## src/rtl/regfile_wb_arbiter.sv

```systemverilog
// regfile_wb_arbiter
//   Write-port controller for the 32x32 register file. After reset it sweeps
//   R0..R31 to zero (the storage itself has no reset), then shares the single
//   write port between two writeback requesters with round-robin arbitration.
//   Writes addressed to R0 are accepted but never reach the file.
//
// Ports
//   Clk        system clock, rising edge
//   Rst        synchronous active-high reset
//   A_Valid    requester A (ALU writeback) has a write pending
//   A_RW/A_DS  requester A destination register / data
//   A_Ready    requester A accepted this cycle (combinational)
//   B_Valid    requester B (load writeback) has a write pending
//   B_RW/B_DS  requester B destination register / data
//   B_Ready    requester B accepted this cycle (combinational)
//   PW_DS      register file write data (registered)
//   RW         register file write address (registered)
//   E          register file write enable (registered)
//   Init_Done  zero sweep complete, held until the next reset
module regfile_wb_arbiter (
    input  logic        Clk,
    input  logic        Rst,
    input  logic        A_Valid,
    input  logic [4:0]  A_RW,
    input  logic [31:0] A_DS,
    output logic        A_Ready,
    input  logic        B_Valid,
    input  logic [4:0]  B_RW,
    input  logic [31:0] B_DS,
    output logic        B_Ready,
    output logic [31:0] PW_DS,
    output logic [4:0]  RW,
    output logic        E,
    output logic        Init_Done
);

    typedef enum logic {S_INIT, S_RUN} state_t;
    typedef enum logic {PRIO_A, PRIO_B} prio_t;

    state_t     r_state;
    prio_t      r_prio;
    logic [4:0] r_cnt;
    logic       w_run;

    assign w_run = (r_state == S_RUN);

    // Ready already includes Valid, so Ready alone marks a transfer.
    assign A_Ready = w_run & A_Valid & (~B_Valid | (r_prio == PRIO_A));
    assign B_Ready = w_run & B_Valid & (~A_Valid | (r_prio == PRIO_B));

    always_ff @(posedge Clk) begin
        if (Rst) begin
            r_state   <= S_INIT;
            r_cnt     <= '0;
            r_prio    <= PRIO_A;
            E         <= 1'b0;
            RW        <= '0;
            PW_DS     <= '0;
            Init_Done <= 1'b0;
        end else begin
            case (r_state)
                S_INIT: begin
                    E     <= 1'b1;
                    RW    <= r_cnt;
                    PW_DS <= '0;
                    // Counter parks at 31; leaving INIT is what ends the sweep.
                    if (r_cnt == 5'd31) begin
                        r_state   <= S_RUN;
                        Init_Done <= 1'b1;
                    end else begin
                        r_cnt <= r_cnt + 5'd1;
                    end
                end
                S_RUN: begin
                    E <= 1'b0;
                    if (A_Ready) begin
                        // R0 transfers complete the handshake but never write.
                        E      <= (A_RW != 5'd0);
                        RW     <= A_RW;
                        PW_DS  <= A_DS;
                        r_prio <= PRIO_B;
                    end else if (B_Ready) begin
                        E      <= (B_RW != 5'd0);
                        RW     <= B_RW;
                        PW_DS  <= B_DS;
                        r_prio <= PRIO_A;
                    end
                end
            endcase
        end
    end

endmodule

```

## config.mk

```make
export PLATFORM = sky130hd
export DESIGN_NAME = regfile_wb_arbiter
export DESIGN_NICKNAME = d
export VERILOG_FILES = /design/src/rtl/regfile_wb_arbiter.sv
export SDC_FILE = /design/constraint.sdc
export NUM_CORES = 1
export LEC_CHECK = 0
export ABC_AREA = 0
export BUFFER_PORTS_ARGS = -buffer_cell sky130_fd_sc_hd__buf_2
export CORE_MARGIN = 2
export CORE_UTILIZATION = 28
export DETAILED_ROUTE_END_ITERATION = 10
export MAX_ROUTING_LAYER = met4
export PLACE_DENSITY = 0.59
export SLEW_MARGIN = 20
export SYNTH_ARGS = -nofsm -noshare
export SYNTH_HDL_FRONTEND = slang
export SYNTH_SLANG_ARGS = --single-unit
```

## constraint.sdc

```tcl
create_clock -name Clk -period 1.5 [get_ports Clk]
set_input_delay 0.075 -clock Clk [delete_from_list [all_inputs] [get_ports Clk]]
set_output_delay 0.075 -clock Clk [all_outputs]
set_load 0.02 [all_outputs]
```

[After elaboration in Yosys (flattened, before gate mapping)]
Index checks and enable logic that the tools add are counted.
Storage, ports and cells
  word-level logic and storage cells: 40
  output and inout bits: 41
  input bits: 78
  flip-flop bits (word level): 46
Operators by class
  bitwise logic cells: 11
  add/subtract/negate cells: 1
  multiplexer cells: 13
  reductions and logical operators: 6
  equality and inequality tests: 2
Operator list (count)
  $mux 32: 2
  $pmux 32 s2: 1
  $mux 5: 2
  $pmux 5 s2: 1
  $reduce_bool 5->1: 2
  $mux 1: 6
  $reduce_and 2->1: 3
  $add 5x1->5 const B: 1
  $eq 5x5->1 const B: 1
  $not 1->1: 5
  $and 1x1->1: 4
  $ne 3x3->1 const B: 1
  $or 1x1->1: 2
  $pmux 1 s2: 1
  $reduce_bool 2->1: 1

[Longest topological paths before layout]
  depth in word-level cells: 6
  gate-level depth with buffers: 6
  gate-level depth less buffers: 6

[Worst setup path after synthesis]
OpenSTA, ideal clock, no wires.
  kind: reg2reg
  from: register r_cnt[0]
  to: register r_cnt[3]
  setup time: 0.071 ns
  stages on the path, launching flop included: 6
  path buffers: 0
  required time: 1.429 ns
  arrival: 1.503 ns
  path slack: -0.074 ns
  clock period less this slack: 1.574 ns
  cell sequence: dfxtp_1 ha_1 and3_1 ha_1 or4_1 a21oi_1
On the way
  longest elaborated chain between the ends: 3
  elaborated cells between the ends (all ways): 4
  classes of those cells: 1 x add/sub; 1 x eq/ne; 1 x bitwise; 1 x reduce/logical
RTL lines
  start: declaration: RTL line 42  | logic [4:0] r_cnt;
  start signal: assignment: RTL line 71  | r_cnt <= r_cnt + 5'd1;
  parallel branches: the longest is 3 deep, another holds $add 5x1->5
Parallel ways; which one is timed is not known.
A chain may end at the register's enable or synchronous reset.

[Final worst setup path]
Ends and elaborated chain as after synthesis.

==> impl_metrics.sql <==
INSERT INTO impl_metrics (metric_group, metric, value, unit) VALUES
('power', 'power_leakage', '0.00126', 'uW'),
('grt', 'grt_pass1_wl', '9800', 'um'),
('logic_synthesis', 'synthXorXnorAreaFrac', '0.830', '%'),
('power', 'max-vdd-ir-drop', '0.000364', 'V'),
('placement', 'global_placement_routability_congestion', '0.824', ''),
('sta', 'timing.slew.headroom', '77.0', '%'),
('drt', 'route.vias.total', '2167', ''),
('power', 'report.power.total', '2280', 'uW'),
('cts', 'clock_sink_count', '46', ''),
('critical_path', 'slack_of_the_worst_reg_to_reg_path', '0.06', 'ns'),
('sta', 'final_min_period_over_clock_period', '95.7', '%'),
('logic_synthesis', 'synth_edf_count', '0', ''),
('min_path', 'worst_hold_endpoint', 'PW_DS[10]', ''),
('floorplanning', 'core.rowCount', '31', ''),
('critical_path', 'timing.critical_path.slowest_stage_cell', 'or4_1', ''),
('sta', 'max_slew.worst_pin.slew', '0.345', 'ns'),
('cells_and_area', 'mostFrequentLayoutCell', 'buf_2', ''),
('logic_synthesis', 'synth.area.mux_share', '1.42', '%'),
('critical_path', 'cell_count_of_the_worst_reg_to_reg_path', '5', ''),
('cts', 'cts_max_level', '2', ''),
('sta', 'period_needed', '1.44', 'ns'),
('run', 'cap_viol_max_count', '0', ''),
('critical_path', 'critical-path-max-stage-delay', '0.39', 'ns'),
('critical_path', 'r2r_end', 'r_cnt[3]', ''),
('cells_and_area', 'final_layout_size_suffix_gt1_share', '43.4', '%'),
('logic_synthesis', 'post_synthesis_share_of_cell_area_spent_on_and_or_nand_and_nor_gates', '14.8', '%'),
('grt', 'grt_overflow_total', '0', ''),
('floorplanning', 'floorplan.initialDensity', '28.9', '%'),
('logic_synthesis', 'synth-warning-count', '0', ''),
('grt', 'groute.usage.overall', '14.9', '%'),
('logic_synthesis', 'synth.distinct_cells', '34', ''),
('cts', 'clock-root-buffer', 'clkbuf_8', ''),
('critical_path', 'arrival', '1.67', 'ns'),
('logic_synthesis', 'mean_cell_area_of_the_mapped_netlist', '9.25', 'um^2'),
('cts', 'cts_setup_buffers', '0', ''),
('sta', 'clock.fmax', '696', 'MHz'),
('logic_synthesis', 'ys_ff_latch', '46', ''),
('grt', 'grt_pass1_vias', '2041', ''),
('grt', 'grt_max_degree', '33', ''),
('floorplanning', 'coreArea', '7290', 'um^2'),
('drt', 'drt-vias-per-instance', '4.87', ''),
('cells_and_area', 'flow.area_growth_from_synthesis', '37.2', '%'),
('drt', 'drcViolationCount', '0', ''),
('critical_path', 'worst-setup-path-type', 'flip-flop to flip-flop', ''),
('drt', 'antenna_violating_nets_remaining', '0', ''),
('logic_synthesis', 'synth_adder_area_share', '1.19', '%'),
('logic_synthesis', 'area_fraction_in_compound_gates_after_synthesis', '29.9', '%'),
('logic_synthesis', 'synth.cell_area', '2110', 'um^2'),
('cells_and_area', 'final_nets', '425', ''),
('power', 'cellPowerDensity', '788', 'nW/um^2'),
('placement', 'hpwlAfterDp', '4650', 'um'),
('cells_and_area', 'layout_common_cells', 'buf_2 (118), dfxtp_1 (44), nand2_1 (35)', ''),
('sta', 'final.setup.tns', '0', 'ns'),
('drt', 'drt_first_pass_iters', '4', ''),
('floorplanning', 'design.portCount', '119', ''),
('sta', 'setup-violations-final', '0', ''),
('critical_path', 'critical_path_required', '1.73', 'ns'),
('min_path', 'hold_path_class', 'input port to flip-flop', ''),
('placement', 'dpl.cell_count', '437', ''),
('cts', 'clk_pin_slew_worst_paths', '0.09', 'ns'),
('run_status', 'status', 'finished clean', ''),
('placement', 'numPortBuffers', '118', ''),
('cts', 'clock_tree.buffer_depth', '2', ''),
('cells_and_area', 'stdcell_count', '445', ''),
('logic_synthesis', 'synth-seq-area-share', '43.7', '%'),
('sta', 'rsz0062_at_grt', 'false', ''),
('logic_synthesis', 'syn_inst', '228', ''),
('critical_path', 'critical_path_startpoint_category', 'flip-flop', ''),
('logic_synthesis', 'synth_top_family_by_area', 'compound AO/OA/AOI/OAI gates', ''),
('floorplanning', 'die_wd', '90.8', 'um'),
('floorplanning', 'fp.dieArea', '8240', 'um^2');
-- Yosys cell counts (all sizes together) (3+ instances only) --
library cell / instances / area (um^2)
a21oi: 8 / 43.8
a311oi: 4 / 35.0
a31oi: 3 / 18.8
a32oi: 34 / 298
and3: 5 / 31.3
buf: 17 / 151
clkbuf: 5 / 18.8
dfxtp: 46 / 921
mux2i: 3 / 30.0
nand2: 35 / 131
nor2: 10 / 37.5
o21ai: 34 / 170
or2: 3 / 18.8
-- sequential cells by signal, indices dropped and copies added, names as in the netlist --
signal,count
r_cnt,5
PW_DS,32
Init_Done,1
RW,5
r_prio,1
E,1
r_state,1
-- metrics by stage --
stage          instance area (um^2)  setup slack (ns)  utilization, %  hold WS [ns]
2_1_floorplan                  2130           0.00855               -         0.147
3_3_place_gp                   2790            0.0193            38.3         0.331
3_5_place_dp                   2790           -0.0123            38.3         0.338
4_1_cts                        2890           0.00208            39.6        0.0175
5_1_grt                        2890           0.00490            39.7        0.0172
6_report                       2890            0.0638            39.7        0.0260
-- critical path: cells and delay by family, from the launching register on --
kind            cells  cell delay [ns]
flops               1             0.33
fa+ha+maj           2             0.34
simple gates        2             0.57
compound gates      1             0.13
-- worst max path at each step --
stage / startpoint / slack (ns) / to
floorplan: r_cnt[0] / 0.009 / r_cnt[3]
global placement: r_cnt[0] / 0.02 / r_cnt[3]
detailed placement: r_cnt[0] / -0.01 / r_cnt[3]
CTS: r_prio / 0.002 / B_Ready
global route: r_prio / 0.005 / B_Ready
finish: r_cnt[0] / 0.06 / r_cnt[3]
-- metal layers --
layer | track usage (%) | routed length (um) | vias to the layer above
met5 | - | 0 | -
met4 | 4.80 | 73 | 0
met3 | 3.09 | 327 | 7
met2 | 23.7 | 2890 | 69
met1 | 19.1 | 2760 | 995
li1 | - | - | 1096
-- timing repair --
action | CTS | global route
hold buffers | 0 | 0
pin swaps | 2 | 0
endpoints found under the setup margin | 2 | 1
resized for setup | 4 | 2
-- power by group --
group | internal (uW) | switching (uW) | leakage, uW
Combinational | 148 | 152 | 0.000840
Sequential | 1230 | 7.88 | 0.000373
Clock | 329 | 411 | 0.0000452
Total | 1710 | 571 | 0.00126
-- layout make-up --
class                           count  area, um^2
Sequential cell                    46         926
Clock inverter                      2        13.8
Fill cell                         789        4400
Multi-Input combinational cell    159        1040
Tap cell                           99         124
Clock buffer                        6        72.6
Timing Repair Buffer              132         712
Inverter                            1        3.75
-- cell families after synthesis --
logic type,Yosys count
adders and majority gates,2
and+or+nand+nor,63
buffers and inverters,23
AOI/OAI and AO/OA,89
DFF,46
xor gates and xnor gates,2
muxes,3
No activity file was read; power rests on OpenSTA's default activity.
